`config.mk`:
```
export PLATFORM = sky130hd
export DESIGN_NAME = muldiv_issue_queue
export DESIGN_NICKNAME = d
export VERILOG_FILES = /design/src/rtl/muldiv_issue_queue.sv
export SDC_FILE = /design/constraint.sdc
export NUM_CORES = 1
export LEC_CHECK = 0
export CAP_MARGIN = 15
export CELL_PAD_IN_SITES_DETAIL_PLACEMENT = 0
export CELL_PAD_IN_SITES_GLOBAL_PLACEMENT = 1
export CORE_MARGIN = 4
export CORE_UTILIZATION = 35
export DETAILED_ROUTE_END_ITERATION = 6
export PLACE_DENSITY = 0.65
export SYNTH_ARGS = -nofsm -noshare
export SYNTH_HDL_FRONTEND = slang
export SYNTH_SLANG_ARGS = --single-unit
```
`constraint.sdc`:
```
create_clock -name clk -period 4.8 [get_ports clk]
set_input_delay 0.72 -clock clk [delete_from_list [all_inputs] [get_ports clk]]
set_output_delay 0.72 -clock clk [all_outputs]
set_load 0.01 [all_outputs]
```
`src/rtl/muldiv_issue_queue.sv`:
```
// Age-ordered collapsing issue queue feeding the RV32M mul/div unit.
// Entry 0 is always the oldest; operands are captured from the CDB until both are ready.
module muldiv_issue_queue #(
    parameter int DEPTH = 4,
    parameter int TAG_W = 7,
    parameter int ROB_W = 6
) (
    input  logic             clk,
    input  logic             rst_n,
    input  logic             disp_valid_i,
    output logic             disp_ready_o,
    input  logic [3:0]       disp_op_i,
    input  logic [ROB_W-1:0] disp_rob_id_i,
    input  logic [TAG_W-1:0] disp_phys_dest_i,
    input  logic [TAG_W-1:0] disp_src1_tag_i,
    input  logic             disp_src1_rdy_i,
    input  logic [31:0]      disp_src1_val_i,
    input  logic [TAG_W-1:0] disp_src2_tag_i,
    input  logic             disp_src2_rdy_i,
    input  logic [31:0]      disp_src2_val_i,
    input  logic             cdb_valid_i,
    input  logic [TAG_W-1:0] cdb_tag_i,
    input  logic [31:0]      cdb_data_i,
    input  logic             unit_ready_i,
    output logic             issue_valid_o,
    output logic [3:0]       issue_op_o,
    output logic [31:0]      issue_a_o,
    output logic [31:0]      issue_b_o,
    output logic [ROB_W-1:0] issue_rob_id_o,
    output logic [TAG_W-1:0] issue_dest_o,
    input  logic             flush_i,
    output logic [3:0]       count_o
);

    typedef struct packed {
        logic [3:0]       op;
        logic [ROB_W-1:0] rob;
        logic [TAG_W-1:0] dest;
        logic [TAG_W-1:0] s1_tag;
        logic             s1_rdy;
        logic [31:0]      s1_val;
        logic [TAG_W-1:0] s2_tag;
        logic             s2_rdy;
        logic [31:0]      s2_val;
    } entry_t;

    // Same capture rule serves resident entries and the dispatch bypass.
    function automatic entry_t wake(input entry_t e, input logic v,
                                    input logic [TAG_W-1:0] t, input logic [31:0] d);
        entry_t r;
        r = e;
        if (v && !e.s1_rdy && e.s1_tag == t) begin
            r.s1_rdy = 1'b1;
            r.s1_val = d;
        end
        if (v && !e.s2_rdy && e.s2_tag == t) begin
            r.s2_rdy = 1'b1;
            r.s2_val = d;
        end
        return r;
    endfunction

    entry_t     q_reg   [DEPTH];
    entry_t     q_next  [DEPTH];
    entry_t     woke    [DEPTH];
    entry_t     shifted [DEPTH];
    entry_t     disp_e;
    entry_t     sel_e;
    logic [3:0] count_reg;
    logic [3:0] count_next;
    logic [3:0] sel;
    logic [3:0] wr_slot;
    logic       any_ready;
    logic       issued;
    logic       disp_fire;

    assign disp_ready_o = (count_reg < 4'(DEPTH));
    assign count_o      = count_reg;

    // Lowest ready index wins; scanning downward leaves the oldest in sel.
    always_comb begin
        any_ready = 1'b0;
        sel       = '0;
        sel_e     = '0;
        for (int i = DEPTH - 1; i >= 0; i--) begin
            if (4'(i) < count_reg && q_reg[i].s1_rdy && q_reg[i].s2_rdy) begin
                any_ready = 1'b1;
                sel       = 4'(i);
                sel_e     = q_reg[i];
            end
        end
    end

    assign issued        = unit_ready_i & any_ready & ~flush_i;
    assign issue_valid_o = issued;

    always_comb begin
        issue_op_o     = '0;
        issue_a_o      = '0;
        issue_b_o      = '0;
        issue_rob_id_o = '0;
        issue_dest_o   = '0;
        if (any_ready) begin
            issue_op_o     = sel_e.op;
            issue_a_o      = sel_e.s1_val;
            issue_b_o      = sel_e.s2_val;
            issue_rob_id_o = sel_e.rob;
            issue_dest_o   = sel_e.dest;
        end
    end

    assign disp_fire = disp_valid_i & disp_ready_o & ~flush_i;
    assign wr_slot   = count_reg - {3'b000, issued};
    assign disp_e    = wake('{op: disp_op_i, rob: disp_rob_id_i, dest: disp_phys_dest_i,
                              s1_tag: disp_src1_tag_i, s1_rdy: disp_src1_rdy_i,
                              s1_val: disp_src1_val_i, s2_tag: disp_src2_tag_i,
                              s2_rdy: disp_src2_rdy_i, s2_val: disp_src2_val_i},
                            cdb_valid_i, cdb_tag_i, cdb_data_i);

    genvar gi;
    generate
        for (gi = 0; gi < DEPTH; gi++) begin : g_slot
            assign woke[gi] = wake(q_reg[gi], cdb_valid_i, cdb_tag_i, cdb_data_i);
            if (gi < DEPTH - 1) begin : g_shift
                assign shifted[gi] = (issued && 4'(gi) >= sel) ? woke[gi+1] : woke[gi];
            end else begin : g_last
                assign shifted[gi] = woke[gi];
            end
            assign q_next[gi] = (disp_fire && wr_slot == 4'(gi)) ? disp_e : shifted[gi];
        end
    endgenerate

    assign count_next = flush_i ? 4'd0
                      : count_reg + {3'b000, disp_fire} - {3'b000, issued};

    always_ff @(posedge clk or negedge rst_n) begin
        if (!rst_n) begin
            count_reg <= '0;
            for (int i = 0; i < DEPTH; i++) q_reg[i] <= '0;
        end else begin
            count_reg <= count_next;
            for (int i = 0; i < DEPTH; i++) q_reg[i] <= q_next[i];
        end
    end

endmodule

```
# --- Yosys cells after proc, flatten, opt, wreduce, memory -nomap -nowiden ---
# Cells that the tools add are included.
word_totals:
  reg_bits: 392
  word_cells: 152
  out_inout_bits: 87
  in_bits: 142
op_classes:
  n_bitwise: 5
  order_cmp: 8
  eq_ne: 13
  mux: 35
  n_reduce_logical: 51
  addsub: 3
ops:
  columns: ["op", "count"]
  rows:
  - ["2-to-1 mux 97 bit", 10]
  - ["2-to-1 mux 33 bit", 10]
  - ["2-to-1 mux 73 bit", 1]
  - ["== test 7 bit", 10]
  - ["2-to-1 mux 32 bit", 2]
  - ["logical AND 1 bit", 35]
  - ["2-to-1 mux 4 bit", 5]
  - ["logical NOT 1 bit", 10]
  - ["== test 4 x 2 -> 1 bit (second input constant)", 2]
  - ["greater-or-equal comparator 1 x 4 -> 1 bit (first input constant)", 2]
  - ["< comparator 1 x 4 -> 1 bit (first input constant)", 2]
  - ["< comparator 2 x 4 -> 1 bit (first input constant)", 2]
  - ["subtractor 4 x 1 -> 4 bit", 2]
  - ["2-to-1 mux 7 bit", 1]
  - ["2-to-1 mux 6 bit", 1]
  - ["nonzero test 2 bit", 3]
  - ["nonzero test 3 bit", 2]
  - ["adder 4 x 1 -> 4 bit", 1]
  - ["bitwise AND 1 bit", 4]
  - ["== test 4 x 1 -> 1 bit (second input constant)", 1]
  - ["greater-or-equal comparator 2 x 4 -> 1 bit (first input constant)", 1]
  - ["logical NOT 4 bit", 1]
  - ["< comparator 4 x 3 -> 1 bit (second input constant)", 1]
  - ["2-to-1 mux 1 bit", 4]
  - ["2 further kinds", 2]

# --- Logic depth before layout (Yosys ltp) ---
depth:
  ltp_word: 13
  depth_mapped: 18
  ltp_nobuf: 14

# --- Least setup slack after synthesis ---
# Ideal clock, no wire load.
synth_timing:
  kind: "register to register"
  from: "register count_reg[2] (netlist: count_o[2])"
  to: "register, netlist name q_reg[292]"
  arrival_ps: 3777
  synth_period_minus_slack_ps: 3858
  path_stages_with_launch: 18
  path_buffers: 4
  setup_slack_ps: 942
  required_ps: 4718
  setup_ps: 82
  path_cell_list: "dfrtp_1 inv_1 ha_1 a21oi_1 clkbuf_1 clkbuf_1 nor2_1 a21oi_1 ha_1 ha_1 xnor2_1 o2111ai_1 or2_0 buf_2 nor2_1 clkbuf_1 a22oi_1 a31oi_1"
synth_between:
  elab_chain_len: 13
  elab_cells_between_ends: 33
  classes_between: "add/sub: 1; order compare: 6; mux: 10; bitwise: 4; reduce/logical: 12"
synth_rtl:
  columns: ["item", "line_no", "text"]
  rows:
  - ["start, declared", "69", "logic [3:0] count_reg;"]
  - ["start signal, assigned", "141", "count_reg <= count_next;"]
  - ["< comparator 2 x 4 -> 1 bit", "86", "if (4'(i) < count_reg && q_reg[i].s1_rdy && q_reg[i].s2_rdy) begin"]
  - ["logical AND 1 bit (2 in a row)", "86", null]
  - ["2-to-1 mux 1 bit (3 in a row)", "86", null]
  - ["2-to-1 mux 1 bit (*)", "86", null]
  - ["bitwise AND 1 bit (*) (2 in a row)", "94", "assign issued = unit_ready_i & any_ready & ~flush_i;"]
  - ["net issue_valid_o", "25", "output logic issue_valid_o,"]
  - ["subtractor 4 x 1 -> 4 bit", "113", "assign wr_slot = count_reg - {3'b000, issued};"]
  - ["logical NOT 4 bit", "129", "assign q_next[gi] = (disp_fire && wr_slot == 4'(gi)) ? disp_e : shifted[gi];"]
  - ["logical AND 1 bit", "129", null]
  - ["nonzero test 3 bit (no source line) / 2-to-1 mux 97 bit (equally long branches)", null, null]
# The timed path passes the listed nets; every way through them passes the cells marked *. The select of a mux whose other input is x is not followed.
# A chain may end at the register's enable or synchronous reset.

# --- Worst setup path after layout ---
layout_timing:
  from: "register count_reg[2] (netlist: count_o[2])"
  to: "output issue_b_o[0]"
layout_between:
  elab_chain_len: 8
  elab_cells_between_ends: 21
  classes_between: "order compare: 4; mux: 9; reduce/logical: 8"
layout_rtl:
  columns: ["item", "line_no", "text"]
  rows:
  - ["< comparator 2 x 4 -> 1 bit", "86", null]
  - ["logical AND 1 bit (2 in a row)", "86", null]
  - ["2-to-1 mux 97 bit / 2-to-1 mux 1 bit (equally long branches) (4 in a row)", "86", null]
  - ["2-to-1 mux 32 bit (*)", "103", "if (any_ready) begin"]
  - ["end, declared", "28", "output logic [31:0] issue_b_o,"]
# Mark *: on every way between the ends. The rest lies on a longest branch, timed or not.

==> results.md <==
- Placed instance count: ~3500
- CTS tree: yes
- Critical path endpoint category: output pin
- Rows: 93
- Total power: roughly 0.019 W
- Max Cap Viol: 0
- Latest clock arrival within the worst-skew pair: roughly 0.60 ns
- Final period util: 95.5%
- IO Count: between 200 and 250
- Vias in the first global route: between 20000 and 25000
- Number of flops mapped to enable cells by yosys: 0
- Share of layout cells above drive strength 1: about an eighth
- Initial Util: ~36%
- RSZ-0062 raised after global routing: false
- Synth warn: 0
- Placer Congestion: roughly 0.83
- Antenna-violating nets left: 0
- TNS Setup: 0 ns
- Relative slew slack: around 16%
- Syn Nets: around 2700
- Clock Pin Slew Worst Setup and Hold Paths: 0.06 ns
- Largest net degree at the start of global routing: between 100 and 150
- Max VDD drop: roughly 310 uV
- Post-layout util: a little over two fifths
- Grt total ovfl: 0
- CP max FO: 30
- Top_reg_cell synth: dfrtp_1
- Syn-to-layout area delta: 20.2%
- Per-cell routed wire length: between 20 and 30 microns
- Pleak: 11.3 nW
- Total Wirelength: between 90 and 100 mm
- Final routed DRC violation total: 0
- Post-synth cell types: 59
- Setup Viol. Count Final: 0
- Power per Cell Area: 693 nW/um^2
- Critical path data required time: 4.08 ns
- Nets: between 2000 and 3000
- Gate Count Post-Synth: roughly 2600
- Total track usage: roughly a quarter
- Pre-Repair DR Iteration Count: 5
- Final cell count without fillers: approximately 3600
- Fmax: ~220 MHz
- Leading cell type in the layout, fill and taps excluded: dfrtp_1
- Clock skew: around 0.013 ns
- Hold Fails Final Rpt: 0
- Synth Area per Inst: slightly below 9 sq um
- Min Tclk post-route: ~4.6 ns
- Clk buf depth: 3
- Core Region: 64700 sq um
- Number of H-tree levels: 2
- WP data arrival: 3.86 ns
- Root Driver: clkbuf_16
- Hold WC Path Type: in2async
- Initial antenna violation count: 10
- Detailed Place HPWL: ~57 mm
- Status: finished, final reports clean
- TritonCTS Sinks: around 390
- First-pass GRT wire length: approximately 140 mm
- Die height: 264 microns
- Netlist Area Pre-Place: between 20000 and 25000 sq um
- Yosys reg bits: between 300 and 400
- CTS buffer count: 48
- Final Max Slew Viols: 0
- Starting DRT DRC Count: 2113
- Vias per cell: ~6.1
- Setup repair bufs after CTS: 0
- Number of fill cells in the layout: 6389
- WS Path Type: reg2out
- Vias after detailed routing: 21600
- I/O Buffers: 228
- Most frequent cells in the layout: 392 x dfrtp_1, 342 x nand2_1, 286 x o21ai_0
- Max reg flops: 388
- Die Wd: ~260 microns
- Post-synthesis sequential area ratio: around 43%
- Async set-reset flop share out of synthesis: 100%
- Nature of the critical path startpoint: flop
- Worst slew pin tran: between 1 and 1.5 ns
- Die Area: about 70000 sq um
## where the power goes
group          internal [W]  switching (W)  leakage [nW]
Clock               0.00207        0.00147         0.719
Sequential          0.00494        0.00123          4.74
Combinational       0.00425        0.00516          5.86
Total                0.0113        0.00786          11.3
## repair_timing
action	CTS	global route
gates resized for setup	0	1
hold buffers	0	0
setup endpoints to repair	0	19
## cell type report
class,count,area (sq um),share of cell area [%]
clock buffers,80,1440,5.22
diodes,3,7.51,0.0272
repair buffers,316,3190,11.5
flip-flops and latches,392,9810,35.5
inverters,10,37.5,0.136
clock inverters,2,35.0,0.127
multi-input cells,1904,12000,43.6
well taps,855,1070,3.87
## stage by stage
step | setup WS [ns] | hold slack [ns] | area [sq um]
floorplan | 0.942 | 0.424 | 23000
global placement | 0.406 | 0.515 | 26100
detailed placement | 0.280 | 0.521 | 26100
CTS | 0.234 | 0.274 | 27600
global route | 0.0566 | 0.305 | 27600
finish | 0.218 | 0.245 | 27600
## logic make-up (layout without fill, tap and decap cells)
| family | Yosys count | count (layout) | synth area share (%) |
|---|---|---|---|
| and+or+nand+nor | 870 | 870 | 16.7 |
| AOI/OAI and AO/OA | 785 | 785 | 23.7 |
| adders and majority gates | 10 | 10 | 0.577 |
| muxes | 167 | 167 | 7.70 |
| DFF | 392 | 392 | 42.7 |
| xor gates and xnor gates | 72 | 72 | 2.75 |
| buffers and inverters | 279 | 408 | 5.89 |
| other | 0 | 3 | 0 |
## Yosys cell counts (all sizes together) (2+ instances only)
cell,instances,area (sq um)
dfrtp,392,9810
nand2,349,1310
o21ai,295,1490
nor2,263,987
clkbuf,154,586
nor3,136,701
a31oi,126,795
buf,114,721
mux2i,100,1010
a221o,81,811
nand2b,71,444
mux2,67,754
a22oi,65,488
o22ai,65,407
o221a,64,721
o221ai,64,561
xor2,42,368
xnor2,30,263
a21oi,15,75.1
nor4,14,145
inv,10,37.5
ha,9,113
or3,8,50.1
nand3b,6,45.0
and2,5,31.3
nand4,5,31.3
or2,4,25.0
a221oi,2,17.5
nor2b,2,12.5
nor3b,2,20.0
o311ai,2,17.5
## path summary, 6_finish.rpt
path / from / endpoint / slack (ns) / cells past startpoint
setup / recovery: count_o[2] / issue_b_o[0] / 0.22 / 9
hold / removal: rst_n / q_reg[299] / 0.24 / 1
setup reg to reg: count_o[2] / q_reg[294] / 0.41 / 15
hold reg to reg: q_reg[86] / q_reg[86] / 0.54 / 1
max in group asynchronous: rst_n / q_reg[32] / 3.50 / 2
min in group clk: q_reg[86] / q_reg[86] / 0.54 / 1
## metal layers
metal	up-vias	global-route usage [%]	wire, microns
met5	-	0	90
met3	177	5.53	7640
met1	10800	34.0	39000
met4	14	8.60	2860
met2	961	42.7	44500
li1	9599	-	-
## critical path, stage by stage, from the launching register on
cell and delay (ns):
dfrtp_1 0.38, inv_1 0.10, ha_1 0.27, nand2b_1 0.21, and2_4 0.50, buf_12 0.27
a221o_1 0.14, o21ai_0 0.08, o21ai_0 0.56, clkdlybuf4s50_1 0.68
(Power assumes the default switching activity.)
